**src/rtl/alarm_sequencer.sv**
```systemverilog
`default_nettype none
// ============================================================================
// Module   : alarm_sequencer
// Brief    : Frame-timed burglar/fire alarm sequencer. It synchronises the
//            raw switch inputs, runs the exit/entry delays and latches the
//            alarm cause. It also produces a flashing display colour.
// Options  : ALARM_FLASH_EN - when defined, colours flash with a half-period
//            of FLASH_FRAMES frames; otherwise colours are steady.
// Revision : 1.0 - initial release
// ============================================================================
module alarm_sequencer #(
    parameter int EXIT_FRAMES  = 120,
    parameter int ENTRY_FRAMES = 60,
    parameter int FLASH_FRAMES = 15
) (
    input  logic       clk,
    input  logic       rst_n,
    input  logic       frame_tick,
    input  logic       sw_armed,
    input  logic       sw_door,
    input  logic       sw_window,
    input  logic       sw_motion,
    input  logic       sw_temp,
    input  logic       sw_clear,
    output logic [2:0] state,
    output logic [1:0] cause,
    output logic [7:0] countdown,
    output logic [5:0] color
);

    localparam logic [2:0] c_ST_DISARMED = 3'd0;
    localparam logic [2:0] c_ST_EXIT     = 3'd1;
    localparam logic [2:0] c_ST_ARMED    = 3'd2;
    localparam logic [2:0] c_ST_ENTRY    = 3'd3;
    localparam logic [2:0] c_ST_ALARM    = 3'd4;

    localparam logic [1:0] c_CAUSE_NONE      = 2'd0;
    localparam logic [1:0] c_CAUSE_INTRUSION = 2'd1;
    localparam logic [1:0] c_CAUSE_WINDOW    = 2'd2;
    localparam logic [1:0] c_CAUSE_TEMP      = 2'd3;

    localparam logic [7:0] c_EXIT_LOAD  = 8'(EXIT_FRAMES);
    localparam logic [7:0] c_ENTRY_LOAD = 8'(ENTRY_FRAMES);

    // Bit order {clear, temp, motion, window, door, armed}
    logic [5:0] r_sync_q1;
    logic [5:0] r_sync_q2;
    logic       r_clear_prev;

    logic [2:0] r_state;
    logic [1:0] r_cause;
    logic [7:0] r_countdown;
    logic [5:0] r_color;

    logic [2:0] w_next_state;
    logic [1:0] w_next_cause;
    logic [7:0] w_next_countdown;
    logic       w_state_change;
    logic       w_phase;

    logic w_armed, w_door, w_window, w_motion, w_temp, w_clear_rise;

    // Two-flop synchroniser for the switch levels, plus clear edge history
    always_ff @(posedge clk or negedge rst_n) begin
        if (!rst_n) begin
            r_sync_q1    <= '0;
            r_sync_q2    <= '0;
            r_clear_prev <= 1'b0;
        end else begin
            r_sync_q1    <= {sw_clear, sw_temp, sw_motion, sw_window, sw_door, sw_armed};
            r_sync_q2    <= r_sync_q1;
            r_clear_prev <= r_sync_q2[5];
        end
    end

    assign w_armed      = r_sync_q2[0];
    assign w_door       = r_sync_q2[1];
    assign w_window     = r_sync_q2[2];
    assign w_motion     = r_sync_q2[3];
    assign w_temp       = r_sync_q2[4];
    assign w_clear_rise = r_sync_q2[5] & ~r_clear_prev;

    // Next-state logic; event priority is temp > window > disarm > expiry > door/motion
    always_comb begin
        w_next_state     = r_state;
        w_next_cause     = r_cause;
        w_next_countdown = r_countdown;
        if (w_temp && (r_state != c_ST_ALARM)) begin
            w_next_state     = c_ST_ALARM;
            w_next_cause     = c_CAUSE_TEMP;
            w_next_countdown = 8'd0;
        end else begin
            case (r_state)
                c_ST_DISARMED: begin
                    if (w_armed) begin
                        w_next_state     = c_ST_EXIT;
                        w_next_countdown = c_EXIT_LOAD;
                    end
                end
                c_ST_EXIT: begin
                    if (!w_armed) begin
                        w_next_state     = c_ST_DISARMED;
                        w_next_countdown = 8'd0;
                    end else if (frame_tick) begin
                        // A zero load expires on the first tick, like a load of one
                        if (r_countdown <= 8'd1) begin
                            w_next_state     = c_ST_ARMED;
                            w_next_countdown = 8'd0;
                        end else begin
                            w_next_countdown = r_countdown - 8'd1;
                        end
                    end
                end
                c_ST_ARMED: begin
                    if (w_window) begin
                        w_next_state = c_ST_ALARM;
                        w_next_cause = c_CAUSE_WINDOW;
                    end else if (!w_armed) begin
                        w_next_state = c_ST_DISARMED;
                    end else if (w_door || w_motion) begin
                        w_next_state     = c_ST_ENTRY;
                        w_next_countdown = c_ENTRY_LOAD;
                    end
                end
                c_ST_ENTRY: begin
                    if (w_window) begin
                        w_next_state     = c_ST_ALARM;
                        w_next_cause     = c_CAUSE_WINDOW;
                        w_next_countdown = 8'd0;
                    end else if (!w_armed) begin
                        w_next_state     = c_ST_DISARMED;
                        w_next_countdown = 8'd0;
                    end else if (frame_tick) begin
                        if (r_countdown <= 8'd1) begin
                            w_next_state     = c_ST_ALARM;
                            w_next_cause     = c_CAUSE_INTRUSION;
                            w_next_countdown = 8'd0;
                        end else begin
                            w_next_countdown = r_countdown - 8'd1;
                        end
                    end
                end
                c_ST_ALARM: begin
                    // Temperature always wins the cause; otherwise the cause is frozen
                    if (w_temp) begin
                        w_next_cause = c_CAUSE_TEMP;
                    end else if (w_clear_rise && !w_armed) begin
                        w_next_state = c_ST_DISARMED;
                        w_next_cause = c_CAUSE_NONE;
                    end
                end
                default: begin
                    w_next_state     = c_ST_DISARMED;
                    w_next_cause     = c_CAUSE_NONE;
                    w_next_countdown = 8'd0;
                end
            endcase
        end
    end

    assign w_state_change = (w_next_state != r_state);

    // State, cause and countdown registers
    always_ff @(posedge clk or negedge rst_n) begin
        if (!rst_n) begin
            r_state     <= c_ST_DISARMED;
            r_cause     <= c_CAUSE_NONE;
            r_countdown <= 8'd0;
        end else begin
            r_state     <= w_next_state;
            r_cause     <= w_next_cause;
            r_countdown <= w_next_countdown;
        end
    end

`ifdef ALARM_FLASH_EN
    localparam int c_FLASH_W = (FLASH_FRAMES > 2) ? $clog2(FLASH_FRAMES) : 1;
    localparam logic [c_FLASH_W-1:0] c_FLASH_LAST =
        (FLASH_FRAMES > 1) ? c_FLASH_W'(FLASH_FRAMES - 1) : '0;

    logic [c_FLASH_W-1:0] r_flash_cnt;
    logic                 r_phase;

    // Flash half-period counter; restarts in the on phase whenever the state moves
    always_ff @(posedge clk or negedge rst_n) begin
        if (!rst_n) begin
            r_flash_cnt <= '0;
            r_phase     <= 1'b1;
        end else if (w_state_change) begin
            r_flash_cnt <= '0;
            r_phase     <= 1'b1;
        end else if (frame_tick) begin
            if (r_flash_cnt >= c_FLASH_LAST) begin
                r_flash_cnt <= '0;
                r_phase     <= ~r_phase;
            end else begin
                r_flash_cnt <= r_flash_cnt + 1'b1;
            end
        end
    end

    assign w_phase = r_phase;
`else
    // Steady colours: the phase is a constant and FLASH_FRAMES only keeps its place
    assign w_phase = (FLASH_FRAMES != 0) | 1'b1;
`endif

    // Display colour, registered one cycle behind state and flash phase
    always_ff @(posedge clk or negedge rst_n) begin
        if (!rst_n) begin
            r_color <= 6'b000000;
        end else begin
            case (r_state)
                c_ST_EXIT:  r_color <= w_phase ? 6'b001100 : 6'b000000;
                c_ST_ARMED: r_color <= 6'b000001;
                c_ST_ENTRY: r_color <= w_phase ? 6'b110000 : 6'b000000;
                c_ST_ALARM: begin
                    if (!w_phase) begin
                        r_color <= 6'b000000;
                    end else begin
                        case (r_cause)
                            c_CAUSE_TEMP:      r_color <= 6'b111111;
                            c_CAUSE_WINDOW:    r_color <= 6'b111100;
                            c_CAUSE_INTRUSION: r_color <= 6'b110011;
                            default:           r_color <= 6'b000000;
                        endcase
                    end
                end
                default:    r_color <= 6'b000000;
            endcase
        end
    end

    assign state     = r_state;
    assign cause     = r_cause;
    assign countdown = r_countdown;
    assign color     = r_color;

endmodule
`default_nettype wire

```
**config.mk**
```make
export PLATFORM = sky130hd
export DESIGN_NAME = alarm_sequencer
export DESIGN_NICKNAME = d
export VERILOG_FILES = /design/src/rtl/alarm_sequencer.sv
export SDC_FILE = /design/constraint.sdc
export NUM_CORES = 1
export LEC_CHECK = 0
export ABC_AREA = 1
export ABC_CLOCK_PERIOD_IN_PS = 1600
export CAP_MARGIN = 10
export CORE_ASPECT_RATIO = 0.9
export CORE_MARGIN = 2
export CORE_UTILIZATION = 40
export DETAILED_ROUTE_END_ITERATION = 8
export GPL_ROUTABILITY_DRIVEN = 0
export GPL_TIMING_DRIVEN = 1
export HOLD_SLACK_MARGIN = 0.12
export SYNTH_ARGS = -nofsm -noshare
export SYNTH_HDL_FRONTEND = slang
export SYNTH_SLANG_ARGS = --single-unit
```
**constraint.sdc**
```tcl
create_clock -name clk -period 1.6 [get_ports clk]
set_input_delay 0.48 -clock clk [delete_from_list [all_inputs] [get_ports clk]]
set_output_delay 0.48 -clock clk [all_outputs]
set_load 0.05 [all_outputs]
```
==> results summary <==
The max capacitance violation total came out at 0. The areal power density over the cells is 2040 nW/µm². The portion of the post-synthesis area used by sequential elements is 50.0%. In this run the worst setup path begins at countdown[0].

The final worst setup slack came out at 0.0918 ns. The setup TNS after final layout came out at 0 ns. In the synthesized netlist, the number of instances is 188. Setup repair after global routing could not meet its margin everywhere. The worst setup path is launched from a flip-flop. Sequential cells burn 25.7% of the power. At the pin with the least slew margin, the transition time is 0.471 ns.

The number of max-slew violations in the final report is 0. The setup check on the worst reg-to-reg path leaves a slack of 0.11 ns. In the final routed layout, each cell accounts on average for 10.7 µm. The number of detailed-route iterations in the first pass came out at 4. The final critical path takes up 94.3% of the cycle. The floorplan step defined a die boundary enclosing 4260 µm². The height of the die came out at 62.1 µm. The total standard cell area after synthesis is 1500 µm².

STA classifies the critical path endpoint as an output port. The final-report setup violation count came out at 0. Data on the critical path is required at its endpoint by 1.12 ns. In this run the most used layer during global routing was met2. The count of nets left with antenna violations after detail routing is 0.

The run finished with clean final reports. In the layout the commonest cells are nand2_1, dfrtp_1, buf_12, inv_1, nand3_1. Clock tree synthesis found a total of 30 sinks. The pin count of the biggest net entering global routing is 31. The maximum clock skew at final layout is 0.00760 ns. For this run the aggregate overflow at the end of global routing stands at 0. The number of antenna violations at the first check in global routing is 0. VDD sags by at most 862 µV. The count of H-tree levels built during CTS came out at 2. The clock transition at the registers of the reported paths is 0.07 ns.

The clock passes through at most 2 buffers. The switching power share of the total is 44.9%. Detailed placement finished with a half-perimeter wire length of 2300 µm. The met3 track utilization from global routing is 7.25%. The post-synthesis area per instance is 7.99 µm². The DRC violation count after routing is 0. The post-synthesis net count is 199. After synthesis the netlist holds a flip-flop and latch count of 30. In this run the standard cell core region covers 3650 µm². Pin placement for this block handled 28 I/O pins. In the final design database the tool counted 244 nets.

TritonCTS built the clock tree. The count of buffers from port buffering is 27. The most common library cell in the layout ignoring fill and taps is nand2_1. The final hold violation count is 0. The logic gate share of total power is 60.5%. Cells with a size suffix above 1 make up 32.1% of the layout. The total leakage power came out at 1.13 nW.

The worst setup path is of the reg2out kind. The initial core utilization came out at 41.1%. Measured against its own limit, the worst slew margin works out to 68.3%. Summed over all nets, the switching power comes to 2.06 mW. The total routing usage reported by global routing is 16.8%.

The CTS buffer count is 5. Prior to clock tree synthesis, the placed netlist has a worst setup slack of -0.246 ns. 0 antenna diodes ended up in the layout. The power share of the clock group came out at 13.9%. The critical path arrival is 1.03 ns. The detail-routed via count per cell is 4.73. The row count is 21. In this run the worst path has a maximum fanout of 3. The placed standard-cell area is 2100 µm². The total detailed-routing wirelength came out at 3000 µm. The start point of the worst min-delay path is r_sync_q1[2]. The number of distinct library cells after synthesis is 22. Detailed routing inserted a total of 1323 vias. The met2 track demand over resource came out at 23.0%. The area growth from synthesis to layout is 50.2%.

The worst hold-check path type is reg2reg. The first-pass GRT wire length is 5300 µm. The shortest clock period the worst path allows after layout came out at 1.51 ns.

In this run the critical register-to-register path is launched from countdown[0]. The count of hold buffers inserted by post-cts repair is 0. In this run the horizontal extent of the chip is 68.6 µm.

The highest attainable clock frequency came out at 0.663 GHz. The Yosys step of the flow raised 0 warnings. The finished cells cover 2250 µm². The number of global-route vias before repair is 1213. The number of fillers in the final layout came out at 306. The detailed router finished its first iteration with 59 violations. Clock tree synthesis selected as its root buffer the cell clkbuf_8. The met1 track demand over resource in global routing came out at 22.6%.

For the worst-skew pair, the clock arrives at the later sink with an insertion delay of 0.29 ns. The internal power came out at 2.53 mW.
[critical path, stage by stage (launching register included)]
cell,delay (ns)
dfrtp_2,0.44
buf_4,0.16
buf_12,0.14
[kinds of logic (layout without fill, tap and decap cells)]
kind of cell / Yosys count / after routing / synth area share, %
simple gates: 108 / 108 / 32.1
flops: 30 / 30 / 50.0
buf+inv: 28 / 74 / 7.50
compound gates: 15 / 15 / 5.83
xor+xnor: 5 / 5 / 2.92
fa+ha+maj: 2 / 2 / 1.67
[cell usage after synthesis]
cell type / count / area [µm²]
nand2_1: 60 / 225
dfrtp_1: 30 / 751
inv_1: 18 / 67.6
nand3_1: 15 / 75.1
nor2_1: 15 / 56.3
nand2_2: 8 / 50.1
inv_2: 7 / 26.3
a21oi_1: 5 / 25.0
nor2_2: 5 / 31.3
o21ai_1: 5 / 25.0
xor2_1: 5 / 43.8
buf_4: 2 / 15.0
ha_1: 2 / 25.0
nand3_2: 2 / 20.0
nand4_1: 2 / 12.5
a21boi_1: 1 / 7.51
a21oi_2: 1 / 8.76
clkinv_1: 1 / 3.75
nand2_4: 1 / 11.3
o211ai_1: 1 / 7.51
o21ai_0: 1 / 5.00
o221ai_1: 1 / 8.76
[worst paths after layout]
check | to | depth (start not counted)
setup reg to reg | state[1] | 11
max in group asynchronous | state[2] | 2
hold / removal | r_sync_q2[2] | 0
hold reg to reg | r_sync_q2[2] | 0
min in group asynchronous | countdown[1] | 2
setup / recovery | countdown[0] | 2
[final cells by class]
cell class	instances	area [µm²]	share of cell area [%]
clock buffers	6	82.6	3.66
repair buffers	40	573	25.4
inverters	26	100	4.44
flip-flops and latches	30	756	33.5
well taps	46	57.6	2.55
clock inverters	2	12.5	0.555
multi-input cells	130	673	29.9
[metal layers]
metal  vias to the layer above  part of all wire [%]  wire, µm
met4                         0                   1.8        53
li1                        678                     -         -
met5                         -                     0         0
met3                         6                   5.6       168
met2                        41                    46      1390
met1                       598                    46      1390
[state kept, by name, summed over array words and instances, names as in the netlist]
signal	flops
r_sync_q2	6
countdown	8
r_sync_q1	6
state	3
color	4
cause	2
r_clear_prev	1
[stage by stage]
step	power [mW]	util [%]	hold WS, ns	std cells
after floorplan	2.67	-	0.184	188
after global placement	3.83	57.6	0.332	270
after detailed placement	3.84	57.6	0.336	270
after CTS	4.49	60.2	0.350	278
after global routing	4.91	61.7	0.352	280
final	4.59	61.7	0.349	280
[power by group through the flow]
| stage | clock network [mW] | registers, mW | logic, mW |
|---|---|---|---|
| floorplan | 0 | 1.63 | 1.04 |
| global placement | 0 | 1.17 | 2.66 |
| detailed placement | 0 | 1.17 | 2.67 |
| CTS | 0.654 | 1.16 | 2.68 |
| global route | 0.700 | 1.20 | 3.01 |
| finish | 0.637 | 1.18 | 2.78 |
[repair_timing]
action | in CTS | in global routing
setup endpoints to repair | 0 | 11
resized for setup | 0 | 11
buffers inserted | 0 | 2
hold endpoints to repair | 0 | 0
No activity file was read; power rests on OpenSTA's default activity.
